--- config.mk ---
export PLATFORM = sky130hd
export DESIGN_NAME = word_match_scorer
export DESIGN_NICKNAME = d
export VERILOG_FILES = /design/src/rtl/word_match_pkg.sv /design/src/rtl/word_score_lut.sv /design/src/rtl/word_match_scorer.sv
export SDC_FILE = /design/constraint.sdc
export NUM_CORES = 1
export LEC_CHECK = 0
export CAP_MARGIN = 20
export CORE_MARGIN = 5
export CORE_UTILIZATION = 40
export CTS_CLUSTER_DIAMETER = 200
export DETAILED_ROUTE_END_ITERATION = 6
export HOLD_SLACK_MARGIN = 0.12
export PLACE_DENSITY_LB_ADDON = 0.12
export SYNTH_ARGS = -nofsm -noshare
export SYNTH_HDL_FRONTEND = slang
export SYNTH_SLANG_ARGS = --single-unit
--- constraint.sdc ---
create_clock -name clk -period 15.2 [get_ports clk]
set_input_delay 2.28 -clock clk [delete_from_list [all_inputs] [get_ports clk]]
set_output_delay 2.28 -clock clk [all_outputs]
set_load 0.01 [all_outputs]
--- src/rtl/word_match_pkg.sv ---
`default_nettype none
// ============================================================================
//  Module      : word_match_pkg
//  Description : Shared definitions for the word match scorer: per-word
//                score constants and the round FSM state type.
//  Contents    : SC_FLAG / SC_FULL / SC_SECOND / SC_MISS score values,
//                state_t {ST_ACCUM, ST_REPORT}
//  Revision    : 1.0 - initial multi-channel release
// ============================================================================
package word_match_pkg;

    localparam logic [3:0] SC_FLAG   = 4'd10;
    localparam logic [3:0] SC_FULL   = 4'd8;
    localparam logic [3:0] SC_SECOND = 4'd5;
    localparam logic [3:0] SC_MISS   = 4'd2;

    typedef enum logic [0:0] {
        ST_ACCUM  = 1'b0,
        ST_REPORT = 1'b1
    } state_t;

endpackage : word_match_pkg
`default_nettype wire

--- src/rtl/word_score_lut.sv ---
`default_nettype none
// ============================================================================
//  Module      : word_score_lut
//  Description : Combinational score for one channel and one word, taken
//                from the fixed priority table.
//  Ports       : i_fullMatch  - full-word match
//                i_firstHalf  - first-half match (carried, never scored)
//                i_secondHalf - second-half match
//                i_flag       - bonus flag
//                o_score      - 4-bit base score (streak bonus excluded)
//  Revision    : 1.0 - initial multi-channel release
// ============================================================================
module word_score_lut
    import word_match_pkg::*;
(
    input  logic       i_fullMatch,
    input  logic       i_firstHalf,
    input  logic       i_secondHalf,
    input  logic       i_flag,
    output logic [3:0] o_score
);

    // First-half matches are part of the legacy interface but earn nothing.
    logic w_unusedFirstHalf;
    assign w_unusedFirstHalf = i_firstHalf;

    always_comb begin
        o_score = SC_MISS;
        if (i_secondHalf && i_flag) begin
            o_score = SC_FLAG;
        end else if (i_fullMatch) begin
            o_score = SC_FULL;
        end else if (i_secondHalf) begin
            o_score = SC_SECOND;
        end
    end

endmodule : word_score_lut
`default_nettype wire

--- src/rtl/word_match_scorer.sv ---
`default_nettype none
// ============================================================================
//  Module      : word_match_scorer
//  Description : Multi-channel round scorer. Every accepted word adds a
//                per-channel score (plus a streak bonus) to saturating
//                totals; after ROUND_LEN words the totals and the winning
//                channel are offered over a valid/ready handshake.
//  Ports       : clk, rst_n (async, active-low), clear (sync abort)
//                in_valid/in_ready, full_match, first_half, second_half,
//                flag                     - word input, one bit per channel
//                out_valid/out_ready      - round result handshake
//                totals                   - channel c at [c*SCORE_W +: SCORE_W]
//                winner                   - highest total, lowest index on tie
//                word_cnt                 - words accepted this round
//  Revision    : 1.0 - initial multi-channel release
// ============================================================================
module word_match_scorer
    import word_match_pkg::*;
#(
    parameter int CHANNELS  = 4,
    parameter int SCORE_W   = 17,
    parameter int ROUND_LEN = 8,
    parameter int STREAK_N  = 3,
    parameter int BONUS     = 4
) (
    input  logic                             clk,
    input  logic                             rst_n,
    input  logic                             clear,
    input  logic                             in_valid,
    output logic                             in_ready,
    input  logic [CHANNELS-1:0]              full_match,
    input  logic [CHANNELS-1:0]              first_half,
    input  logic [CHANNELS-1:0]              second_half,
    input  logic [CHANNELS-1:0]              flag,
    output logic                             out_valid,
    input  logic                             out_ready,
    output logic [CHANNELS*SCORE_W-1:0]      totals,
    output logic [$clog2(CHANNELS)-1:0]      winner,
    output logic [$clog2(ROUND_LEN+1)-1:0]   word_cnt
);

    localparam int CNT_W = $clog2(ROUND_LEN + 1);
    localparam int WIN_W = $clog2(CHANNELS);
    localparam int STK_W = $clog2(STREAK_N + 1);
    // Sums are formed 33 bits wide so total + score + bonus can never wrap
    // before the saturation compare.
    localparam logic [32:0] SAT_MAX = 33'((64'd1 << SCORE_W) - 64'd1);

    state_t                             r_state;
    state_t                             w_stateNext;
    logic [CHANNELS-1:0][SCORE_W-1:0]   r_total;
    logic [CHANNELS-1:0][STK_W-1:0]     r_streak;
    logic [CNT_W-1:0]                   r_wordCnt;
    logic [CHANNELS-1:0][SCORE_W-1:0]   w_totalNext;
    logic [CHANNELS-1:0][STK_W-1:0]     w_streakNext;
    logic                               w_accept;
    logic                               w_release;
    logic [SCORE_W-1:0]                 w_best;

    // clear discards any word presented alongside it.
    assign w_accept  = in_valid && (r_state == ST_ACCUM) && !clear;
    assign w_release = (r_state == ST_REPORT) && out_ready;
    assign word_cnt  = r_wordCnt;

    // ------------------------------------------------------------------
    // Per-channel score, streak and saturating accumulate
    // ------------------------------------------------------------------
    for (genvar c = 0; c < CHANNELS; c++) begin : g_chan
        logic [3:0]  w_base;
        logic        w_streakHit;
        logic [32:0] w_sum;

        word_score_lut u_lut (
            .i_fullMatch  (full_match[c]),
            .i_firstHalf  (first_half[c]),
            .i_secondHalf (second_half[c]),
            .i_flag       (flag[c]),
            .o_score      (w_base)
        );

        // This full match is the STREAK_N-th in a row.
        assign w_streakHit = full_match[c] && (r_streak[c] == STK_W'(STREAK_N - 1));

        assign w_sum = 33'(r_total[c]) + 33'(w_base)
                     + (w_streakHit ? 33'(BONUS) : 33'd0);

        assign w_totalNext[c]  = (w_sum > SAT_MAX) ? {SCORE_W{1'b1}} : w_sum[SCORE_W-1:0];
        assign w_streakNext[c] = (!full_match[c] || w_streakHit) ? '0
                               : r_streak[c] + STK_W'(1);

        assign totals[c*SCORE_W +: SCORE_W] = r_total[c];
    end

    // ------------------------------------------------------------------
    // FSM state register
    // ------------------------------------------------------------------
    always_ff @(posedge clk or negedge rst_n) begin
        if (!rst_n) begin
            r_state <= ST_ACCUM;
        end else begin
            r_state <= w_stateNext;
        end
    end

    // ------------------------------------------------------------------
    // FSM next state and handshake outputs
    // ------------------------------------------------------------------
    always_comb begin
        w_stateNext = r_state;
        in_ready    = 1'b0;
        out_valid   = 1'b0;
        case (r_state)
            ST_ACCUM: begin
                in_ready = 1'b1;
                if (w_accept && (r_wordCnt == CNT_W'(ROUND_LEN - 1))) begin
                    w_stateNext = ST_REPORT;
                end
            end
            ST_REPORT: begin
                out_valid = 1'b1;
                if (out_ready) begin
                    w_stateNext = ST_ACCUM;
                end
            end
            default: w_stateNext = ST_ACCUM;
        endcase
        if (clear) begin
            w_stateNext = ST_ACCUM;
        end
    end

    // ------------------------------------------------------------------
    // Totals, streaks and word counter
    // ------------------------------------------------------------------
    always_ff @(posedge clk or negedge rst_n) begin
        if (!rst_n) begin
            r_total   <= '0;
            r_streak  <= '0;
            r_wordCnt <= '0;
        end else if (clear || w_release) begin
            r_total   <= '0;
            r_streak  <= '0;
            r_wordCnt <= '0;
        end else if (w_accept) begin
            r_total   <= w_totalNext;
            r_streak  <= w_streakNext;
            r_wordCnt <= r_wordCnt + CNT_W'(1);
        end
    end

    // ------------------------------------------------------------------
    // Argmax: strict greater-than keeps the lowest index on a tie.
    // ------------------------------------------------------------------
    always_comb begin
        w_best = r_total[0];
        winner = '0;
        for (int c = 1; c < CHANNELS; c++) begin
            if (r_total[c] > w_best) begin
                w_best = r_total[c];
                winner = WIN_W'(c);
            end
        end
    end

endmodule : word_match_scorer
`default_nettype wire
# Word-level counts from Yosys, hierarchy flattened
# Index checks and enable logic that the tools add are counted.
[totals]
input_bits = 21
elab_cells = 100
register_bits = 81
[classes]
n_eq_ne = 5
n_bitwise = 1
add_sub_neg = 13
n_reduce_logical = 23
n_lt_le_gt_ge = 7
mux = 41
[op_table]
columns = ["operator", "count"]
rows = [
  ["$mux W68", 2],
  ["$mux W17", 6],
  ["$add A18 B3 Y19", 4],
  ["$gt A19 B17 Y1 const B", 4],
  ["$add A17 B4 Y18", 4],
  ["$gt A17 B17 Y1", 3],
  ["$mux W4", 10],
  ["$mux W3", 8],
  ["$mux W8", 2],
  ["$logic_and A1 B1 Y1", 12],
  ["$mux W2", 6],
  ["$add A2 B1 Y2 const B", 4],
  ["$eq A2 B2 Y1 const B", 4],
  ["$mux W1", 6],
  ["$logic_not A1 Y1", 5],
  ["$logic_or A1 B1 Y1", 5],
  ["$add A4 B1 Y4 const B", 1],
  ["$eq A4 B3 Y1 const B", 1],
  ["$pmux W1 S2", 1],
  ["$reduce_bool A2 Y1", 1],
  ["$not A1 Y1", 1],
]

# Logic depth before layout (Yosys ltp)
# Gate-level depths: netlist of the first run.
[logic_depth]
depth_word = 9
mapped_depth = 26

# Hierarchy
# A second synthesis of the first run with hierarchy kept.
[hier_totals]
hier_cells = 831
area_unflattened_um2 = 7058.0
[by_module_without_submodules]
columns = ["mod", "instances", "area_per_inst_um2", "seq_area_each_um2", "cells_per_inst"]
rows = [
  ["word_match_scorer", 1, 6917.9, 2026.9, 811],
  ["word_score_lut", 4, 35.0, 0.0, 5],
]

# Worst setup path before layout of the first run
# OpenSTA, ideal clock, no wires.
[synth_timing]
kind = "flip-flop to output port"
from = "register r_total (netlist bit totals[7])"
to = "output port winner[0]"
required_time_ps = 12920
path_slack_ps = 7885
stages_incl_launch_ff = 26
arrival_time_ps = 5035
cell_sequence = "dfrtp_1 > inv_1 > ha_1 > and4_1 > nand2_1 > a31o_1 > and3_1 > buf_2 > o311ai_0 > inv_1 > ha_1 > a21o_1 > a221o_1 > a221oi_2 > a31oi_2 > o41ai_2 > buf_6 > buf_12 > mux2i_1 > ha_1 > a21o_1 > a21o_1 > a21oi_1 > nand3_1 > o21ai_0 > a21bo_2"
[synth_between]
elab_chain_len = 6
word_cells_on_any_way = 8
cone_classes = "order compare (3); mux (5)"
[synth_rtl]
columns = ["element", "line", "source"]
rows = [
  ["start: declaration", "word_match_scorer.sv:51", "logic [CHANNELS-1:0][SCORE_W-1:0] r_total;"],
  ["start signal: assignment", "word_match_scorer.sv:145", "r_total <= w_totalNext;"],
  ["$gt A17 B17 Y1", "word_match_scorer.sv:158", "if (r_total[c] > w_best) begin"],
  ["$mux W17", "word_match_scorer.sv:158", ""],
  ["$gt A17 B17 Y1", "word_match_scorer.sv:158", ""],
  ["$mux W17", "word_match_scorer.sv:158", ""],
  ["$gt A17 B17 Y1", "word_match_scorer.sv:158", ""],
  ["$mux W2 *", "word_match_scorer.sv:158", ""],
  ["end: declaration", "word_match_scorer.sv:38", "output logic [$clog2(CHANNELS)-1:0] winner,"],
]
# Mark *: on every way between the ends. The rest lies on a longest branch, timed or not.

# Final worst setup path of the first run
[layout_timing]
from = "register r_total (netlist bit totals[8])"
to = "output port winner[0]"
# The elaborated chain is that of the path after synthesis.

==> impl_metrics.sql, run 1 <==
INSERT INTO impl_metrics (metric_group, metric, value, unit) VALUES
('run_status', 'result_of_the_run', 'complete, no violations', ''),
('floorplanning', 'std_cell_rows', '48', ''),
('clocking', 'cts_repair_resize_count', '0', ''),
('setup_path', 'ff2ff_path_depth', '12', ''),
('setup_path', 'critPathMaxFanout', '20', ''),
('clocking', 'worstSkewPairLatency', '0.35', 'ns'),
('floorplanning', 'die_y', '143', 'µm'),
('worst_hold_path', 'worst_hold_path_type', 'flop to flop', ''),
('cells_and_area', 'drive_above_1_share', '4.97', '%'),
('sta', 'timing.final.crit_period', '9.56', 'ns'),
('floorplanning', 'core_region_area', '0.0173', 'mm²'),
('sta', 'post-route-period-util', '62.9', '%'),
('cells_and_area', 'area_growth', '20.0', '%'),
('cells_and_area', 'fillCellCount', '1706', ''),
('synth', 'synth.cell_area', '0.00705', 'mm²'),
('sta', 'holdWs', '0.523', 'ns'),
('setup_path', 'crit_end', 'winner[0]', ''),
('clocking', 'clk_pin_slew', '0.06', 'ns'),
('placed_design', 'gpl.final_weighted_congestion', '0.872', ''),
('setup_path', 'setup.worst_path.start_class', 'flop', ''),
('floorplanning', 'dieArea', '0.0204', 'mm²'),
('synth', 'count_of_flip_flops_with_a_built_in_enable_after_synthesis', '0', ''),
('setup_path', 'worstReg2RegStart', 'r_streak[0]', ''),
('clocking', 'cts.sinks', '81', ''),
('drt', 'drt_iter0_drc', '367', ''),
('global_route', 'grt_antenna_before_repair', '0', ''),
('sta', 'max_slew.worst_pin.slew', '0.978', 'ns'),
('sta', 'timing.clock.skew', '0.00968', 'ns'),
('setup_path', 'worst-path-stages', '24', ''),
('synth', 'syn_inst', '831', ''),
('drt', 'drt-total-wl', '20.7', 'mm'),
('setup_path', 'cp.buffers_inverters', '4', ''),
('synth', 'post_synthesis_area_per_instance', '8.48', 'µm²'),
('placed_design', 'dp.final_hpwl', '15.3', 'mm'),
('setup_path', 'timing.critical_path.slowest_cell_delay', '0.65', 'ns'),
('global_route', 'first_pass_grt_wire_length', '33.7', 'mm'),
('global_route', 'grt_overflow_total', '0', ''),
('setup_path', 'critPathMostFrequentCell', 'sky130_fd_sc_hd__ha_1', ''),
('sta', 'slew-limit-headroom', '34.7', '%'),
('clocking', 'cts_tree', 'done', ''),
('synth', 'synth-async-reset-ratio', '100', '%'),
('clocking', 'post_cts_buffers', '0', ''),
('synth', 'synth-main-ff-cell', 'sky130_fd_sc_hd__dfrtp_1', ''),
('global_route', 'grt_util_all_layers', '20.9', '%'),
('placed_design', 'pre_cts_slack', '6.19', 'ns'),
('power', 'p_leak', '3.67', 'nW'),
('cells_and_area', 'finish.instance_area', '0.00846', 'mm²'),
('clocking', 'clock_buffers_created_by_tritoncts', '9', ''),
('synth', 'yosysWarningCount', '0', ''),
('sta', 'fin_ws', '5.64', 'ns'),
('drt', 'route.detailed.wl_per_inst', '18.3', 'µm'),
('floorplanning', 'io_pins', '97', ''),
('sta', 'report.final.hold_viol_count', '0', ''),
('global_route', 'largest_net_degree_at_the_start_of_global_routing', '76', ''),
('setup_path', 'path_delay_family', 'compound AO/OA/AOI/OAI gates', ''),
('clocking', 'ctsLongestPathBuffers', '2', ''),
('setup_path', 'cp_cell_sequence', 'inv_1, ha_1, and4_1, nand2_1, a31o_1, and3_1, o311ai_0, inv_1, ha_1, a21o_1, a221o_1, a221oi_2, a31oi_2, o41ai_4, buf_4, mux2i_1, ha_1, nor2b_1, o21a_1, o21ai_0, a31oi_1, o21ai_0, a21bo_2, clkdlybuf4s50_1', ''),
('setup_path', 'critical_path.endpoint_type', 'primary output', ''),
('clocking', 'post_cts_hold_fix_bufs', '0', ''),
('clocking', 'ctsRootBufferMaster', 'sky130_fd_sc_hd__clkbuf_16', ''),
('drt', 'first_pass_iters', '5', ''),
('cells_and_area', 'number_of_nets_in_the_layout', '1013', ''),
('sta', 'max_freq', '0.105', 'GHz'),
('global_route', 'first_global_vias', '6311', ''),
('drt', 'route.antenna.remaining_nets', '0', ''),
('synth', 'syn-num-nets', '944', ''),
('cells_and_area', 'antenna_cells_inserted', '0', ''),
('floorplanning', 'die_w', '143', 'µm'),
('synth', 'yosys_register_bits', '81', ''),
('drt', 'avgViaCountPerCell', '5.75', ''),
('placed_design', 'port_buffers', '92', '');
-- where the power goes --
part           internal, mW  switching, mW  total, mW
clock                 0.152         0.0961      0.249
combinational        0.0930          0.123      0.216
sequential            0.221        0.00840      0.230
total                 0.467          0.227      0.694
-- state kept, by name, indices dropped and copies added (netlist names) --
signal	cells
r_streak	8
totals	68
r_state	1
word_cnt	4
-- routing by layer --
layer | routed length [µm] | up-vias | global-route usage, %
met5 | 0 | - | 0
met4 | 497 | 0 | 7.30
met3 | 1110 | 33 | 3.38
met2 | 9440 | 196 | 32.7
met1 | 9630 | 3071 | 29.4
li1 | - | 3192 | -
-- layout make-up --
| class | count | area (µm²) | area share [%] |
|---|---|---|---|
| multi-input cells | 623 | 4530 | 53.6 |
| flip-flops and latches | 81 | 2030 | 24.0 |
| repair buffers | 98 | 963 | 11.4 |
| inverters | 87 | 327 | 3.86 |
| well taps | 225 | 282 | 3.33 |
| clock buffers | 11 | 253 | 2.99 |
| clock inverters | 5 | 77.6 | 0.917 |
-- cells in the mapped netlist (9+ instances only) --
master	count	area, µm²
sky130_fd_sc_hd__o31ai_1	11	82.6
sky130_fd_sc_hd__ha_1	84	1050
sky130_fd_sc_hd__nand2_1	59	221
sky130_fd_sc_hd__nor3_1	25	125
sky130_fd_sc_hd__o21ai_0	92	460
sky130_fd_sc_hd__nand4_1	29	181
sky130_fd_sc_hd__a21o_1	33	248
sky130_fd_sc_hd__nor2b_1	12	75.1
sky130_fd_sc_hd__nor2_1	25	93.8
sky130_fd_sc_hd__a21oi_1	60	300
sky130_fd_sc_hd__mux2i_1	21	210
sky130_fd_sc_hd__clkbuf_1	31	116
sky130_fd_sc_hd__o311ai_1	9	78.8
sky130_fd_sc_hd__inv_1	87	327
sky130_fd_sc_hd__a22o_1	20	175
sky130_fd_sc_hd__nand3_1	19	95.1
sky130_fd_sc_hd__a31oi_1	11	68.8
sky130_fd_sc_hd__and2_1	9	56.3
sky130_fd_sc_hd__dfrtp_1	81	2030
-- worst reg2reg max path: cells and delay by family (launching register included) --
kind | cells | cell delay, ns
fa+ha+maj | 3 | 1.17
compound gates | 4 | 0.76
flops | 1 | 0.36
simple gates | 3 | 1.19
buf+inv | 2 | 0.11
-- through the flow --
stage          total power, mW  utilization [%]  cells
6_report                 0.694             48.9   1130
3_3_place_gp             0.447             47.0   1114
2_1_floorplan            0.389                -    831
4_1_cts                  0.702             48.9   1130
3_5_place_dp             0.449             47.0   1114
5_1_grt                  0.734             48.9   1130
-- cell families (layout without fill, tap and decap cells) --
| kind of cell | after synthesis | in the layout | synth area share, % |
|---|---|---|---|
| mux | 23 | 23 | 3.36 |
| simple gates | 218 | 218 | 16.3 |
| xor+xnor | 9 | 9 | 1.12 |
| compound gates | 281 | 281 | 25.9 |
| buf+inv | 127 | 201 | 7.38 |
| flops | 81 | 81 | 28.8 |
| fa+ha+maj | 92 | 92 | 17.2 |
-- placed cells by master, fill, tap and decap left out, drive strengths merged, types with 5 or more instances in the layout --
cell type and count:
a21o 33, a21oi 61, a22o 20, a31oi 12
and2 9, and3 5, and4 9, buf 7
clkbuf 11, clkdlybuf4s50 91, dfrtp 81, fa 8
ha 84, inv 87, mux2i 21, nand2 59
nand2b 8, nand3 19, nand4 29, nor2 26
nor2b 12, nor3 27, nor3b 5, nor4 5
o21ai 94, o2bb2ai 7, o311ai 16, o31ai 11
xnor2 5
-- how the worst min path moves through the flow --
stage	startpoint	endpoint	slack, ns	depth (start not counted)
final	r_streak[7]	r_streak[7]	0.52	2
after global routing	r_streak[7]	r_streak[7]	0.55	2
after CTS	r_streak[7]	r_streak[7]	0.53	2
after detailed placement	r_streak[7]	r_streak[7]	0.52	2
after global placement	r_streak[7]	r_streak[7]	0.50	2
after floorplan	r_streak[1]	r_streak[1]	0.49	2
(Power assumes the default switching activity.)
==> inputs of run 2 (changes only) <==
- clock period: 15.2 -> 8.5 ns (I/O delays scaled with it)
==> impl_metrics.sql, run 2 (synthesized netlist as in run 1, its figures left out) <==
INSERT INTO impl_metrics (metric_group, metric, value, unit) VALUES
('floorplanning', 'initial_core_utilization', '40.7', '%'),
('drt', 'avgViaCountPerCell', '5.75', ''),
('drt', 'drc', '0', ''),
('sta', 'fin_setup_tns', '0', 'ns'),
('drt', 'route.detailed.wl_per_inst', '18.1', 'µm'),
('cells_and_area', 'max_ffs_per_register', '68', ''),
('clocking', 'clock_tree.htree_level_count', '3', ''),
('power', 'power_switching_share', '33.1', '%'),
('placed_design', 'pre_cts_slack', '0.825', 'ns'),
('global_route', 'grt_util_all_layers', '20.6', '%'),
('power', 'seqPwrFrac', '34.1', '%'),
('clocking', 'clock_buffers_created_by_tritoncts', '9', ''),
('clocking', 'post_cts_hold_fix_bufs', '0', ''),
('sta', 'setup_repair_after_global_routing_missed_its_margin', 'false', ''),
('worst_hold_path', 'worst_hold_path_type', 'flop to flop', ''),
('cells_and_area', 'antenna_cells_inserted', '0', ''),
('drt', 'route.antenna.remaining_nets', '0', ''),
('floorplanning', 'std_cell_rows', '48', ''),
('sta', 'fin_ws', '0.576', 'ns'),
('setup_path', 'timing.critical_path.slowest_cell_delay', '0.52', 'ns'),
('power', 'combinational_power_share', '32.0', '%'),
('sta', 'count_of_final_setup_violators', '0', ''),
('setup_path', 'wp_data_required', '7.22', 'ns'),
('sta', 'timing.clock.skew', '0.0104', 'ns'),
('cells_and_area', 'area_growth', '20.0', '%'),
('setup_path', 'setup.reg_to_reg.worst_slack', '4.85', 'ns'),
('clocking', 'ctsRootBufferMaster', 'sky130_fd_sc_hd__clkbuf_16', ''),
('floorplanning', 'dieArea', '0.0204', 'mm²'),
('cells_and_area', 'number_of_nets_in_the_layout', '1016', ''),
('clocking', 'ctsLongestPathBuffers', '2', ''),
('setup_path', 'worstPathArrival', '6.65', 'ns'),
('setup_path', 'cp_cell_sequence', 'inv_1, ha_1, and4_1, nand2_1, a31o_1, and3_1, o311ai_1, inv_1, ha_1, a21o_1, a221o_1, a221oi_2, a31oi_2, o41ai_4, buf_4, mux2i_1, ha_1, nor2b_1, o21a_1, o21ai_0, a31oi_1, o21ai_0, a21bo_2, clkdlybuf4s50_1', ''),
('setup_path', 'setup.worst_path.start_class', 'flop', ''),
('clocking', 'cts.sinks', '81', ''),
('global_route', 'largest_net_degree_at_the_start_of_global_routing', '76', ''),
('run', 'max-cap-violations', '0', ''),
('cells_and_area', 'drive_above_1_share', '5.07', '%'),
('clocking', 'clk_pin_slew', '0.06', 'ns'),
('setup_path', 'critPathMaxFanout', '18', ''),
('power', 'power.share.clock', '33.9', '%'),
('sta', 'report.final.hold_viol_count', '0', ''),
('clocking', 'worstSkewPairLatency', '0.36', 'ns'),
('clocking', 'post_cts_buffers', '0', ''),
('setup_path', 'cp.buffers_inverters', '4', ''),
('placed_design', 'dp.final_hpwl', '15.3', 'mm'),
('setup_path', 'crit_slowest_cell', 'sky130_fd_sc_hd__o311ai_1', ''),
('setup_path', 'critical_path.endpoint_type', 'primary output', ''),
('setup_path', 'timing_worst_setup_path_type', 'flop to primary output', ''),
('floorplanning', 'die_w', '143', 'µm'),
('sta', 'final_max_slew_viol_count', '0', ''),
('global_route', 'first_pass_grt_wire_length', '33.4', 'mm'),
('sta', 'max_freq', '0.126', 'GHz'),
('power', 'total_switching_power', '399', 'µW'),
('setup_path', 'critPathMostFrequentCell', 'sky130_fd_sc_hd__ha_1', ''),
('placed_design', 'port_buffers', '92', ''),
('global_route', 'grt_antenna_before_repair', '0', ''),
('power', 'cellInternalPower', '807', 'µW'),
('global_route', 'grt_overflow_total', '0', ''),
('drt', 'drt_iter0_drc', '430', ''),
('clocking', 'cts_tree', 'done', ''),
('cells_and_area', 'layout.cells.most_common_list', 'sky130_fd_sc_hd__o21ai_0, sky130_fd_sc_hd__clkdlybuf4s50_1, sky130_fd_sc_hd__inv_1', ''),
('floorplanning', 'io_pins', '97', ''),
('drt', 'drt-total-wl', '20.5', 'mm'),
('sta', 'slew-limit-headroom', '38.8', '%'),
('power', 'power_density', '143', 'mW/mm²'),
('sta', 'timing.final.crit_period', '7.92', 'ns'),
('cells_and_area', 'final_common_cell', 'sky130_fd_sc_hd__o21ai_0', ''),
('power', 'p_leak', '3.67', 'nW'),
('sta', 'max_slew.worst_pin.slew', '0.916', 'ns'),
('run_status', 'result_of_the_run', 'complete, no violations', ''),
('power', 'peakVddDrop', '0.108', 'mV'),
('floorplanning', 'die_y', '143', 'µm'),
('setup_path', 'path_delay_family', 'compound AO/OA/AOI/OAI gates', ''),
('global_route', 'first_global_vias', '6292', ''),
('drt', 'via_count', '6506', ''),
('sta', 'post-route-period-util', '93.2', '%'),
('drt', 'first_pass_iters', '5', ''),
('floorplanning', 'core_region_area', '0.0173', 'mm²'),
('placed_design', 'gpl.final_weighted_congestion', '0.870', '');
-- run 2: changes by cell type in the layout (fill, tap and decap cells not counted), sizes merged --
cell | before | now
buf | 7 | 10
clkbuf | 11 | 12
clkinvlp | 1 | 0
bufinv | 2 | 1
-- run 2: final cells by class --
cell class | count | area [µm²]
repair buffers | 101 | 986
flip-flops and latches | 81 | 2030
clock inverters | 3 | 40.0
fillers | 1728 | 8840
multi-input cells | 623 | 4540
well taps | 225 | 282
clock buffers | 12 | 256
inverters | 87 | 327
-- run 2: what timing repair did --
action,CTS,global route
setup endpoints to repair,0,1
endpoints found under the hold margin,0,0
gates resized for setup,0,2
-- run 2: worst register-to-register path, stage by stage, from the launching register on --
cell	delay, ns
sky130_fd_sc_hd__dfrtp_1	0.38
sky130_fd_sc_hd__inv_1	0.05
sky130_fd_sc_hd__ha_1	0.20
sky130_fd_sc_hd__and2_1	0.17
sky130_fd_sc_hd__fa_1	0.53
sky130_fd_sc_hd__inv_1	0.07
sky130_fd_sc_hd__fa_1	0.46
sky130_fd_sc_hd__nor2b_1	0.18
sky130_fd_sc_hd__o21a_1	0.18
sky130_fd_sc_hd__o2111ai_1	0.23
sky130_fd_sc_hd__nor2b_1	0.79
sky130_fd_sc_hd__o21ai_0	0.21
sky130_fd_sc_hd__o21ai_0	0.13
-- run 2: power by group through the flow --
stage / clock, mW / combinational, mW / sequential, mW
CTS: 0.418 / 0.390 / 0.411
floorplan: 0 / 0.278 / 0.418
global route: 0.430 / 0.432 / 0.413
global placement: 0 / 0.384 / 0.418
finish: 0.409 / 0.386 / 0.411
detailed placement: 0 / 0.388 / 0.418
-- run 2: per-layer routing --
metal	up-vias	track usage (%)	part of all wire (%)
met2	149	33.4	47
met4	0	6.05	1.7
met5	-	0	0
li1	3200	-	-
met1	3134	27.9	47
met3	23	4.22	4.6
-- run 2: worst paths after layout --
| path | endpoint | startpoint | cells after the start |
|---|---|---|---|
| min | r_streak[5] | r_streak[5] | 2 |
| max | winner[0] | totals[8] | 24 |
| min reg2reg | r_streak[5] | r_streak[5] | 2 |
| min in group asynchronous | totals[59] | rst_n | 1 |
| max in group asynchronous | totals[1] | rst_n | 2 |
| max reg2reg | totals[5] | r_streak[0] | 12 |
-- run 2: through the flow --
stage / hold slack [ns] / total power [mW] / std cells / util [%] / instance area, µm²
after floorplan: 0.487 / 0.695 / 831 / - / 7050
after global placement: 0.506 / 0.802 / 1117 / 47.1 / 8150
after detailed placement: 0.514 / 0.806 / 1117 / 47.1 / 8150
after CTS: 0.528 / 1.22 / 1132 / 48.8 / 8450
after global routing: 0.547 / 1.28 / 1132 / 48.9 / 8450
final: 0.526 / 1.21 / 1132 / 48.9 / 8450
